## src/rtl/irq_pkg.sv

```systemverilog
// Shared constants and helpers for the interrupt queue front-end.
package irq_pkg;
    localparam int unsigned NSRC_DEF  = 7;
    localparam int unsigned DEPTH_DEF = 16;
    localparam int unsigned IRQ_NONE  = 0;

    function automatic int unsigned id_width(input int unsigned n);
        return $clog2(n + 1);
    endfunction
endpackage

```

## src/rtl/irq_queue_ctrl_if.sv

```systemverilog
// Request/queue signal bundle between the interrupt sources, the core and irq_queue_ctrl.
interface irq_queue_ctrl_if
    import irq_pkg::*;
#(
    parameter int unsigned NSRC  = NSRC_DEF,
    parameter int unsigned DEPTH = DEPTH_DEF
);
    localparam int unsigned IDW = id_width(NSRC);
    localparam int unsigned CW  = $clog2(DEPTH) + 1;

    logic [NSRC-1:0] irq_src;
    logic [NSRC-1:0] irq_mask;
    logic            irq_en;
    logic            irq_ack;
    logic            clr_err;
    logic            irq_valid;
    logic [IDW-1:0]  irq_id;
    logic [CW-1:0]   q_count;
    logic [NSRC-1:0] pend;
    logic            merge_err;

    modport master (
        output irq_src, irq_mask, irq_en, irq_ack, clr_err,
        input  irq_valid, irq_id, q_count, pend, merge_err
    );

    modport slave (
        input  irq_src, irq_mask, irq_en, irq_ack, clr_err,
        output irq_valid, irq_id, q_count, pend, merge_err
    );
endinterface

```

## src/rtl/irq_fifo.sv

```systemverilog
// ID queue with a registered head; rdata reads 0 whenever the queue is empty.
module irq_fifo #(
    parameter int unsigned WIDTH = 3,
    parameter int unsigned DEPTH = 16
) (
    input  logic                     clk,
    input  logic                     rst,
    input  logic                     push,
    input  logic                     pop,
    input  logic [WIDTH-1:0]         wdata,
    output logic [WIDTH-1:0]         rdata,
    output logic [$clog2(DEPTH):0]   count,
    output logic                     full,
    output logic                     empty
);
    localparam int unsigned PW = $clog2(DEPTH);
    localparam int unsigned CW = PW + 1;

    logic [WIDTH-1:0] mem [DEPTH];
    logic [PW-1:0]    wr_ptr;
    logic [PW-1:0]    rd_ptr;
    logic [PW-1:0]    rd_nxt;
    logic             do_push;
    logic             do_pop;
    logic [CW-1:0]    count_nxt;
    logic [WIDTH-1:0] rdata_nxt;

    assign do_pop    = pop & ~empty;
    assign do_push   = push & (~full | do_pop);
    assign rd_nxt    = rd_ptr + PW'(1);
    assign count_nxt = count + CW'(do_push) - CW'(do_pop);

    // Next head: the entry behind the popped one, or the incoming word when it lands at the head.
    always_comb begin
        rdata_nxt = rdata;
        if (do_pop) begin
            if (count == CW'(1)) begin
                rdata_nxt = do_push ? wdata : '0;
            end else begin
                rdata_nxt = mem[rd_nxt];
            end
        end else if (do_push && empty) begin
            rdata_nxt = wdata;
        end
    end

    always_ff @(posedge clk) begin
        if (do_push) begin
            mem[wr_ptr] <= wdata;
        end
    end

    always_ff @(posedge clk) begin
        if (rst) begin
            wr_ptr <= '0;
            rd_ptr <= '0;
            count  <= '0;
            full   <= 1'b0;
            empty  <= 1'b1;
            rdata  <= '0;
        end else begin
            if (do_push) wr_ptr <= wr_ptr + PW'(1);
            if (do_pop)  rd_ptr <= rd_nxt;
            count <= count_nxt;
            full  <= (count_nxt == CW'(DEPTH));
            empty <= (count_nxt == '0);
            rdata <= rdata_nxt;
        end
    end
endmodule

```

## src/rtl/irq_queue_ctrl.sv

```systemverilog
// Interrupt front-end: edge detect, pending/merge latches, round-robin arbiter feeding the ID queue.
module irq_queue_ctrl
    import irq_pkg::*;
#(
    parameter int unsigned NSRC  = NSRC_DEF,
    parameter int unsigned DEPTH = DEPTH_DEF
) (
    input  logic             clk,
    input  logic             rst,
    irq_queue_ctrl_if.slave  bus
);
    localparam int unsigned IDW = id_width(NSRC);
    localparam int unsigned LW  = (NSRC > 1) ? $clog2(NSRC) : 1;

    logic [NSRC-1:0] src_q;
    logic [NSRC-1:0] pend_q;
    logic            merge_q;
    logic [LW-1:0]   last;
    logic [NSRC-1:0] rise;
    logic [NSRC-1:0] elig;
    logic [NSRC-1:0] gnt_oh;
    logic            gnt_any;
    logic [LW-1:0]   gnt_idx;
    int unsigned     cand;
    logic            push;
    logic            pop;
    logic            fifo_full;
    logic            fifo_empty;
    logic [IDW-1:0]  push_id;

    assign rise = bus.irq_src & ~src_q;
    assign elig = bus.irq_en ? (pend_q & ~bus.irq_mask) : '0;

    // First eligible source at or after last+1, wrapping around.
    always_comb begin
        gnt_any = 1'b0;
        gnt_idx = last;
        cand    = 0;
        for (int unsigned k = 1; k <= NSRC; k++) begin
            cand = (32'(last) + k) % NSRC;
            if (!gnt_any && elig[LW'(cand)]) begin
                gnt_any = 1'b1;
                gnt_idx = LW'(cand);
            end
        end
    end

    assign pop     = bus.irq_ack & ~fifo_empty;
    assign push    = gnt_any & (~fifo_full | pop);
    assign gnt_oh  = push ? (NSRC'(1) << gnt_idx) : '0;
    assign push_id = IDW'(32'(gnt_idx) + 1);

    always_ff @(posedge clk) begin
        if (rst) begin
            src_q   <= '0;
            pend_q  <= '0;
            merge_q <= 1'b0;
            last    <= LW'(NSRC - 1);
        end else begin
            src_q   <= bus.irq_src;
            pend_q  <= (pend_q & ~gnt_oh) | rise;
            merge_q <= (|(rise & pend_q & ~gnt_oh)) | (merge_q & ~bus.clr_err);
            if (push) last <= gnt_idx;
        end
    end

    irq_fifo #(
        .WIDTH (IDW),
        .DEPTH (DEPTH)
    ) u_fifo (
        .clk   (clk),
        .rst   (rst),
        .push  (push),
        .pop   (pop),
        .wdata (push_id),
        .rdata (bus.irq_id),
        .count (bus.q_count),
        .full  (fifo_full),
        .empty (fifo_empty)
    );

    assign bus.irq_valid = ~fifo_empty;
    assign bus.pend      = pend_q;
    assign bus.merge_err = merge_q;
endmodule

```

## src/flat_wrapper.sv

```systemverilog
// flat-port wrapper written by rule: the top's interface ports become plain ports
module irq_queue_ctrl_flat import irq_pkg::*;
#(
    parameter int unsigned NSRC  = NSRC_DEF,
    parameter int unsigned DEPTH = DEPTH_DEF
)
  (clk, rst, bus_irq_src, bus_irq_mask, bus_irq_en, bus_irq_ack, bus_clr_err, bus_irq_valid, bus_irq_id, bus_q_count, bus_pend, bus_merge_err);
  irq_queue_ctrl_if #(.NSRC(NSRC), .DEPTH(DEPTH)) bus_i ();
  input  logic clk;
  input  logic rst;
  input wire logic [$bits(bus_i.irq_src)-1:0] bus_irq_src;
  input wire logic [$bits(bus_i.irq_mask)-1:0] bus_irq_mask;
  input wire logic [$bits(bus_i.irq_en)-1:0] bus_irq_en;
  input wire logic [$bits(bus_i.irq_ack)-1:0] bus_irq_ack;
  input wire logic [$bits(bus_i.clr_err)-1:0] bus_clr_err;
  output wire logic [$bits(bus_i.irq_valid)-1:0] bus_irq_valid;
  output wire logic [$bits(bus_i.irq_id)-1:0] bus_irq_id;
  output wire logic [$bits(bus_i.q_count)-1:0] bus_q_count;
  output wire logic [$bits(bus_i.pend)-1:0] bus_pend;
  output wire logic [$bits(bus_i.merge_err)-1:0] bus_merge_err;
  assign bus_i.irq_src = bus_irq_src;
  assign bus_i.irq_mask = bus_irq_mask;
  assign bus_i.irq_en = bus_irq_en;
  assign bus_i.irq_ack = bus_irq_ack;
  assign bus_i.clr_err = bus_clr_err;
  assign bus_irq_valid = bus_i.irq_valid;
  assign bus_irq_id = bus_i.irq_id;
  assign bus_q_count = bus_i.q_count;
  assign bus_pend = bus_i.pend;
  assign bus_merge_err = bus_i.merge_err;
  irq_queue_ctrl #(.NSRC(NSRC), .DEPTH(DEPTH)) u_core (.clk(clk), .rst(rst), .bus(bus_i));
endmodule
```

## config.mk

```make
export PLATFORM = sky130hd
export DESIGN_NAME = irq_queue_ctrl_flat
export DESIGN_NICKNAME = d
export VERILOG_FILES = /design/src/rtl/irq_pkg.sv /design/src/rtl/irq_queue_ctrl_if.sv /design/src/rtl/irq_fifo.sv /design/src/rtl/irq_queue_ctrl.sv /design/src/flat_wrapper.sv
export SDC_FILE = /design/constraint.sdc
export NUM_CORES = 1
export LEC_CHECK = 0
export BUFFER_PORTS_ARGS = -buffer_cell sky130_fd_sc_hd__buf_4
export CORE_AREA = 3 3 129 131
export CTS_CLUSTER_SIZE = 28
export DETAILED_ROUTE_END_ITERATION = 8
export DIE_AREA = 0 0 132 134
export PLACE_DENSITY = 0.55
export SLEW_MARGIN = 20
export SYNTH_ARGS = -nofsm -noshare
export SYNTH_HDL_FRONTEND = slang
export SYNTH_SLANG_ARGS = --single-unit
```

## constraint.sdc

```tcl
create_clock -name clk -period 14.05 [get_ports clk]
set_input_delay 1.405 -clock clk [delete_from_list [all_inputs] [get_ports clk]]
set_output_delay 1.405 -clock clk [all_outputs]
set_load 0.01 [all_outputs]
```

**Word level (Yosys, flattened, before mapping)**

Memory sizes are Yosys's and may differ from the RTL's.
Index checks and enable logic that the tools add are counted.

- Memory bits (read-only): 0
- Bits in latches: 0
- Output and inout bits: 17
- Register bits: 36
- Memories: 1
- Input bits: 19
- RAM bits: 48

Memory list:

| name | depth | width | read ports | clocked after Yosys merged registers in | wr ports | line | RTL |
|---|---|---|---|---|---|---|---|
| u_core.u_fifo.mem | 16 | 3 | 1 | 0 | 1 | irq_fifo.sv:19 | `logic [WIDTH-1:0] mem [DEPTH];` |

- Order comparisons: 7
- Div/mod/pow operators: 7
- Mux-type cells: 36
- Eq/ne operators: 2
- Shift operators: 1
- Bitwise operators: 20
- Add/sub/neg operators: 12
- Reductions and logical operators: 16
- Multiply operators: 0

Operators with widths:

| cell | count |
|---|---|
| $mod 32x3->32 const B | 7 |
| $and 7x7->7 | 5 |
| $mux 3 | 11 |
| $lt 3x4->1 const B | 7 |
| $bmux 1 s3 | 7 |
| $not 7->7 | 3 |
| $add 3x3->4 const B | 4 |
| $mux 1 | 16 |
| $mux 7 | 2 |
| $add 3x2->4 const B | 2 |
| $add 4x1->4 const B | 2 |
| $logic_and 1x1->1 | 7 |
| $or 7x7->7 | 1 |
| $reduce_or 7->1 | 1 |
| $shl 1x3->7 const A | 1 |
| $logic_not 1->1 | 6 |
| $add 5x1->5 | 1 |
| $and 1x1->1 | 5 |
| $eq 5x1->1 const B | 1 |
| $eq 5x5->1 const B | 1 |
| $logic_not 5->1 | 1 |
| $sub 5x1->5 | 1 |
| $add 3x1->4 const B | 1 |
| $add 3x1->3 const B | 1 |
| other kinds (3) | 7 |

**Logic depth before layout (Yosys ltp)**

Gate-level depths: netlist (run 1).

- Depth after elaboration: 30
- Mapped depth: 33
- Mapped depth without buffers: 29

**Modules after synthesis**

Synthesis (run 1) repeated with hierarchy kept, for this count alone.

- Cell total of the unflattened synthesis: 611
- Area, all modules: 5964.5 um^2

By module, submodules not included:

| module | seq. area each (um^2) | cells each | area an instance (um^2) | instances |
|---|---|---|---|---|
| irq_queue_ctrl | 360.3 | 394 | 3030.4 | 1 |
| irq_fifo | 1801.7 | 217 | 2934.1 | 1 |

**Worst setup path before layout (run 1)**

OpenSTA, ideal clock, no wires.

- Path kind: reg2reg
- From: reg u_core.last[0]
- To: reg u_core.merge_q, in the netlist u_core.bus.merge_err
- Stages on the path, launching flop included: 32
- Setup time: 0.136 ns
- Path slack: 7.911 ns
- Arrival: 6.003 ns
- Period minus slack after synthesis: 6.139 ns
- Path buffers: 4
- Cell sequence: dfxtp_1 -> buf_6 -> buf_6 -> inv_1 -> clkbuf_1 -> ha_1 -> clkbuf_2 -> inv_1 -> ha_1 -> ha_1 -> a31oi_1 -> xnor2_1 -> ha_1 -> a211oi_1 -> nand4_1 -> nand2_1 -> mux2_4 -> mux2i_1 -> o22ai_1 -> nor2_2 -> a221o_1 -> o31ai_4 -> mux2i_4 -> inv_1 -> ha_1 -> ha_1 -> o22ai_1 -> or3_1 -> a31oi_1 -> nor2_1 -> o31ai_1 -> o211ai_1

- Cells in the longest elaborated chain, start to end: 29
- Elaborated cells between the ends (all ways): 61

RTL lines:

| item | line | RTL |
|---|---|---|
| start: declaration | irq_queue_ctrl.sv:18 | `logic [LW-1:0] last;` |
| start signal: assignment | irq_queue_ctrl.sv:58 | `last <= LW'(NSRC - 1);` |
| start signal: assignment | irq_queue_ctrl.sv:63 | `if (push) last <= gnt_idx;` |
| $add 3x1->4 | irq_queue_ctrl.sv:40 | `cand = (32'(last) + k) % NSRC;` |
| $mod 32x3->32 | irq_queue_ctrl.sv:40 |  |
| $bmux 1 s3 | irq_queue_ctrl.sv:41 | `if (!gnt_any && elig[LW'(cand)]) begin` |
| $mux 1 (not written as such) | irq_queue_ctrl.sv:41 |  |
| $mux 1 | irq_queue_ctrl.sv:41 |  |
| $logic_not 1->1 | irq_queue_ctrl.sv:41 |  |
| $logic_and 1x1->1 | irq_queue_ctrl.sv:41 |  |
| $mux 1 | irq_queue_ctrl.sv:41 |  |
| (+14 left out) | -- |  |
| $mux 3 (*) | irq_queue_ctrl.sv:41 |  |
| via u_core.gnt_idx[0] | irq_queue_ctrl.sv:23 | `logic [LW-1:0] gnt_idx;` |
| $shl 1x3->7 (*) | irq_queue_ctrl.sv:50 | `assign gnt_oh = push ? (NSRC'(1) << gnt_idx) : '0;` |
| $mux 7 (*) | irq_queue_ctrl.sv:50 |  |
| $not 7->7 (*) | irq_queue_ctrl.sv:62 | `merge_q <= (\|(rise & pend_q & ~gnt_oh)) \| (merge_q & ~bus.clr_err);` |
| $and 7x7->7 (*) | irq_queue_ctrl.sv:62 |  |
| $reduce_or 7->1 (*) | irq_queue_ctrl.sv:62 |  |
| $or 1x1->1 (*) | irq_queue_ctrl.sv:62 |  |
| end signal: assignment | irq_queue_ctrl.sv:62 |  |
| end: declaration | irq_queue_ctrl.sv:17 | `logic merge_q;` |

Mark *: on every way through the listed nets, which the timed path passes. The rest lies on a longest branch. The select of a mux whose other input is x is not followed.
A chain may end at the register's enable or synchronous reset.

**Worst setup path in the final report (run 1)**

- From: reg u_core.last[1]
- To: reg u_core.merge_q, in the netlist u_core.bus.merge_err

Same word-level chain as after synthesis.

==> summary.txt, run 1 <==
Outcome
  – Run status: completed

GRT
  – Met3 usage in global routing: 2.25%
  – Global Route Usage Sum: roughly 18%
  – Largest net degree at the start of global routing: 42
  – Initial antenna violation count: 0
  – Grt peak-use layer: met2
  – Vias in the first global route: 4781
  – First-pass GRT wire length: 25100 um
  – Met1 GRT Util: 23.4%
  – Grt ovf: 0
  – Met2 Use GR: between 20% and 30%

Worst setup path
  – CP max FO: 20
  – Reg2reg start: u_core.last[1]
  – Setup CP Type: flop to flop
  – CP required: 14.26 ns
  – WP data arrival: around 7.3 ns
  – Crit path from: u_core.last[1]
  – Crit. End Element: flop
  – Critical path startpoint category: flop

Routing
  – Via count: 4893
  – DRC viols: 0
  – Vias/cell: 5.66
  – First drt pass iteration count: 5
  – Final WL: 15500 um
  – Routed Antenna Nets: 0
  – Iteration-0 DRC Markers: 434
  – DR WL/cell: 18.0 um

Floorplan
  – Initial Utilization: 39.2%
  – Chip width: 132 um
  – Core region area: 15700 um^2
  – Row cnt: 46
  – Boundary Pins: 36
  – Total die area: 17700 um^2
  – Die H: between 100 and 150 um

Synth
  – Synth warn: 0
  – Synth Net Count: 681
  – Synthesized flop and latch total: 84
  – Ys flop type: edfxtp_1
  – Post-synth cell types: 91
  – Avg Inst Size Synth: 9.86 um^2
  – Number of synthesized flops with an enable pin: 48
  – Cells after synthesis: around 630
  – Ys async rst share: 0%
  – Post-Syn Area: approximately 6000 um^2
  – Seq/Total Area, Yosys: around a third

CTS
  – CTS Hold Bufs: 0
  – # resized after CTS: 0
  – Root buf cell: clkbuf_16
  – Deepest clock path buffer count: 2
  – CTS tree: built
  – Inserted Clock Buffers: 9
  – Clk pin slew, worst setup/hold paths: about 0.07 ns
  – H-tree Lvls: 3
  – Clock sinks: 84
  – Setup bufs post-CTS: 0
  – Worst skew pair latency: ~0.34 ns

Place
  – Placed Instance Area: 6570 um^2
  – Cells after DPL: between 800 and 900
  – GPL Wtd Cong: a little over 0.9
  – Dpl hpwl: between 10000 and 15000 um
  – Port bufs: 35

Timing
  – Clock skew: roughly 0.008 ns
  – RSZ-0062 raised after global routing: no
  – Final min period: 7.08 ns
  – Worst slew pin tran: 0.966 ns
  – Period utilization: between 50% and 60%
  – Slew HR: 35.5%
  – Fin. max-slew vios: 0
  – F_max: 0.141 GHz
  – Final Hold Fails: 0
  – Finish-stage setup viols: 0
  – Fin Setup TNS: 0 ns

Hold path
  – Hold path startpoint: u_core.u_fifo.rd_ptr[1]
  – Hold Crit Class: flop to flop

Layout
  – Core Util, Final: 43.7%
  – Area grow syn2layout: 11.5%
  – Fin nets: 700
  – Fin area: between 6000 and 7000 um^2
  – Commonest non-fill, non-tap cell in the layout: nor2_1
  – Fin cells: approximately 870
  – Ant. Diodes: 0
  – Commonest non-fill, non-tap cells in the layout: nor2_1, edfxtp_1, nand2_1, buf_4
  – Share of layout cells above drive strength 1: 16.6%

Flow run
  – Max Cap Viol: 0
## registers in the layout, indices dropped and copies added (netlist names)
signal                cells
u_core.bus.merge_err      1
u_core.last               3
u_core.bus.pend           7
u_core.u_fifo.rdata       3
u_core.src_q              7
u_core.u_fifo.empty       1
u_core.u_fifo.full        1
u_core.u_fifo.count       5
u_core.u_fifo.mem        48
u_core.u_fifo.wr_ptr      4
u_core.u_fifo.rd_ptr      4
## metrics by stage
stage | setup WS [ns] | hold slack, ns
final | 6.97 | 0.486
after global routing | 6.36 | 0.506
after floorplan | 7.91 | 0.453
after detailed placement | 7.11 | 0.473
after CTS | 7.08 | 0.483
after global placement | 7.39 | 0.466
## routing by layer
layer	vias up	part of all wire, %
met1	2367	46
met5	-	0
met4	0	2.3
li1	2376	-
met3	30	4.2
met2	120	48
## synthesized netlist by cell type (3+ instances only)
cell | n | area, um^2
nor2_1 | 60 | 225
edfxtp_1 | 48 | 1440
nand2_1 | 37 | 139
dfxtp_1 | 36 | 721
ha_1 | 36 | 450
inv_1 | 35 | 131
a21oi_1 | 33 | 165
o21ai_0 | 25 | 125
nand2b_1 | 20 | 125
nor2b_1 | 18 | 113
mux4_2 | 16 | 360
xnor2_1 | 15 | 131
clkbuf_1 | 14 | 52.6
mux2i_1 | 14 | 140
nand3b_1 | 13 | 97.6
nor3_1 | 13 | 65.1
nand3_1 | 10 | 50.1
o22ai_1 | 10 | 62.6
mux2_2 | 9 | 101
nand4_1 | 9 | 56.3
o211ai_1 | 9 | 67.6
xor2_1 | 8 | 70.1
a31oi_1 | 7 | 43.8
buf_2 | 7 | 35.0
a21o_1 | 6 | 45.0
and3_1 | 6 | 37.5
o31ai_1 | 6 | 45.0
o21a_1 | 5 | 37.5
nor3b_1 | 4 | 30.0
a211oi_1 | 3 | 22.5
a311oi_1 | 3 | 26.3
and2_1 | 3 | 18.8
buf_1 | 3 | 11.3
mux2i_4 | 3 | 67.6
nand4b_1 | 3 | 26.3
nor4bb_1 | 3 | 30.0
o211a_1 | 3 | 30.0
o311ai_0 | 3 | 26.3
## cell families (layout without fill, tap and decap cells)
family	after synthesis	count (layout)	share of synthesized area, %
adders and majority gates	37	37	7.63
DFF	84	84	35.1
and+or+nand+nor	213	213	18.6
xor gates and xnor gates	25	25	3.98
buffers and inverters	66	90	4.59
AOI/OAI and AO/OA	157	157	19.0
muxes	43	43	11.1
## critical path, stage by stage (launching register included)
cell and delay (ns):
dfxtp_1 0.70, inv_1 0.34, ha_1 0.58, inv_1 0.19, ha_1 0.23, ha_1 0.30
a31oi_1 0.22, xnor2_1 0.13, ha_1 0.25, a211oi_1 0.31, nand4_1 0.22, nand2_1 0.16
mux2_4 0.34, mux2i_1 0.15, o22ai_1 0.48, nor2_2 0.16, a221o_1 0.43, o31ai_4 0.27
mux2i_4 0.24, inv_1 0.15, ha_1 0.16, ha_1 0.16, o22ai_1 0.06, or3_1 0.33
a31oi_1 0.16, nor2_1 0.05, o31ai_1 0.07, o211ai_1 0.11
## area by class of cell
type                    instances  area, um^2
fillers                      1512        8840
multi-input cells             475        3720
clock inverters                 7        76.3
clock buffers                   9         225
repair buffers                 37         278
well taps                     216         270
flip-flops and latches         84        2160
inverters                      37         141
## final timing paths
| check | to | slack [ns] | depth (start not counted) |
|---|---|---|---|
| setup reg to reg | u_core.bus.merge_err | 6.97 | 27 |
| hold reg to reg | u_core.u_fifo.rd_ptr[1] | 0.49 | 2 |
| hold / removal | u_core.u_fifo.rd_ptr[1] | 0.49 | 2 |
| setup / recovery | u_core.bus.merge_err | 6.97 | 27 |
Power of run 1 is left out: the tool's default activity adds up to more than one toggle a clock period on the data nets, which glitch-free logic cannot reach.
==> run 2, diff against run 1 <==
clock period = 6.55 ns   (was 14.05 ns; I/O delays follow)
==> summary.txt, run 2 (synthesis results as in run 1) <==
Outcome
  – Run status: completed

Timing
  – Period utilization: just over 90%
  – Worst slew pin tran: around 0.96 ns
  – Final Hold Fails: 0
  – Final min period: ~6.0 ns
  – Slew HR: 35.8%
  – F_max: 0.166 GHz
  – Fin. max-slew vios: 0
  – Fin Setup TNS: 0 ns
  – RSZ-0062 raised after global routing: no
  – Clock skew: approximately 0.0063 ns
  – Finish-stage setup viols: 0
  – Hold slack: 0.479 ns

CTS
  – Clk pin slew, worst setup/hold paths: 0.07 ns
  – Worst skew pair latency: roughly 0.34 ns
  – CTS Hold Bufs: 0
  – CTS tree: built
  – Deepest clock path buffer count: 2
  – H-tree Lvls: 3
  – Root buf cell: clkbuf_16
  – Inserted Clock Buffers: 9
  – Clock sinks: 84

Floorplan
  – Initial Utilization: 39.2%
  – Chip width: 132 um
  – Die H: 134 um
  – Core region area: roughly 16000 um^2
  – Row cnt: 46
  – Boundary Pins: 36
  – Total die area: 17700 um^2

Place
  – Dpl hpwl: about 12000 um
  – GPL Wtd Cong: 0.877
  – Port bufs: 35

Layout
  – Most flops, register: u_core.u_fifo.mem
  – Fin nets: between 700 and 800
  – Commonest non-fill, non-tap cells in the layout: nor2_1, edfxtp_1, buf_4, nand2_1, ha_1
  – Commonest non-fill, non-tap cell in the layout: nor2_1
  – Area grow syn2layout: 12.2%
  – Max reg flops: 48
  – Ant. Diodes: 0
  – Share of layout cells above drive strength 1: 17.9%

Routing
  – Routed Antenna Nets: 0
  – DRC viols: 0
  – Iteration-0 DRC Markers: 422
  – Final WL: between 15000 and 20000 um
  – Vias/cell: 5.69
  – Via count: 4969
  – DR WL/cell: 18.4 um
  – First drt pass iteration count: 6

GRT
  – Grt ovf: 0
  – Global Route Usage Sum: between 10% and 20%
  – Initial antenna violation count: 0
  – Largest net degree at the start of global routing: 42
  – Vias in the first global route: 4928
  – First-pass GRT wire length: 26000 um

Worst setup path
  – WP data arrival: between 6 and 7 ns
  – CP delay by family, top: compound AO/OA/AOI/OAI gates
  – Cell mode on critical path: ha_1
  – Critical path's slowest cell: o22ai_1
  – Setup CP Type: flop to flop
  – Critical path startpoint category: flop
  – CP required: 6.76 ns
  – Bufs and invs on worst path: 3
  – Crit. End Element: flop
  – Worst stage delay on the critical path: 0.46 ns
  – CP max FO: 10

Flow run
  – Max Cap Viol: 0

Hold path
  – Hold Crit Class: flop to flop
[run 2: cell count changes in the layout (fill, tap and decap cells not counted), sizes merged]
cell and delta:
buf +9, inv -2, clkinvlp +2
[run 2: per-layer routing]
| metal | track usage (%) | share of wire (%) |
|---|---|---|
| met1 | 23.9 | 46 |
| met2 | 30.9 | 49 |
| met3 | 2.63 | 4.0 |
| met4 | 5.43 | 1.7 |
| met5 | 0 | 0 |
[run 2: worst register-to-register path: cells and delay by family (launching register included)]
family / cells / cell delay [ns]
mux: 3 / 0.61
compound gates: 9 / 2.06
flops: 1 / 0.34
xor+xnor: 2 / 0.32
simple gates: 5 / 0.95
fa+ha+maj: 6 / 1.25
buf+inv: 3 / 0.35
[run 2: repair_timing]
item / 4_1_cts / 5_1_grt
setup endpoints to repair: 0 / 2
gates resized for setup: 0 / 1
buffers inserted: 0 / 0
[run 2: worst paths after layout]
path / start / slack [ns] / end / cells after the start
worst max-delay path: u_core.last[0] / 0.52 / u_core.bus.merge_err / 28
worst min-delay path: u_core.u_fifo.rd_ptr[1] / 0.48 / u_core.u_fifo.rd_ptr[1] / 2
worst max register to register: u_core.last[0] / 0.52 / u_core.bus.merge_err / 28
worst min register to register: u_core.u_fifo.rd_ptr[1] / 0.48 / u_core.u_fifo.rd_ptr[1] / 2
[run 2: final cells by class]
type / instances / area (um^2)
multi-input combinational: 475 / 3720
inverter: 37 / 141
timing repair buffer: 46 / 345
sequential: 84 / 2160
fill: 1517 / 8800
clock buffer: 9 / 225
tap: 216 / 270
clock inverter: 7 / 51.3
[run 2: metrics by stage]
| step | cell area, um^2 | instances | util (%) | setup slack [ns] |
|---|---|---|---|---|
| 2_1_floorplan | 6160 | 625 | - | 0.411 |
| 3_3_place_gp | 6640 | 858 | 42.2 | 0.674 |
| 3_5_place_dp | 6640 | 858 | 42.2 | 0.403 |
| 4_1_cts | 6910 | 874 | 44.0 | 0.379 |
| 5_1_grt | 6910 | 874 | 44.0 | 0.0286 |
| 6_report | 6910 | 874 | 44.0 | 0.522 |
Power of run 2 is left out for the same reason.
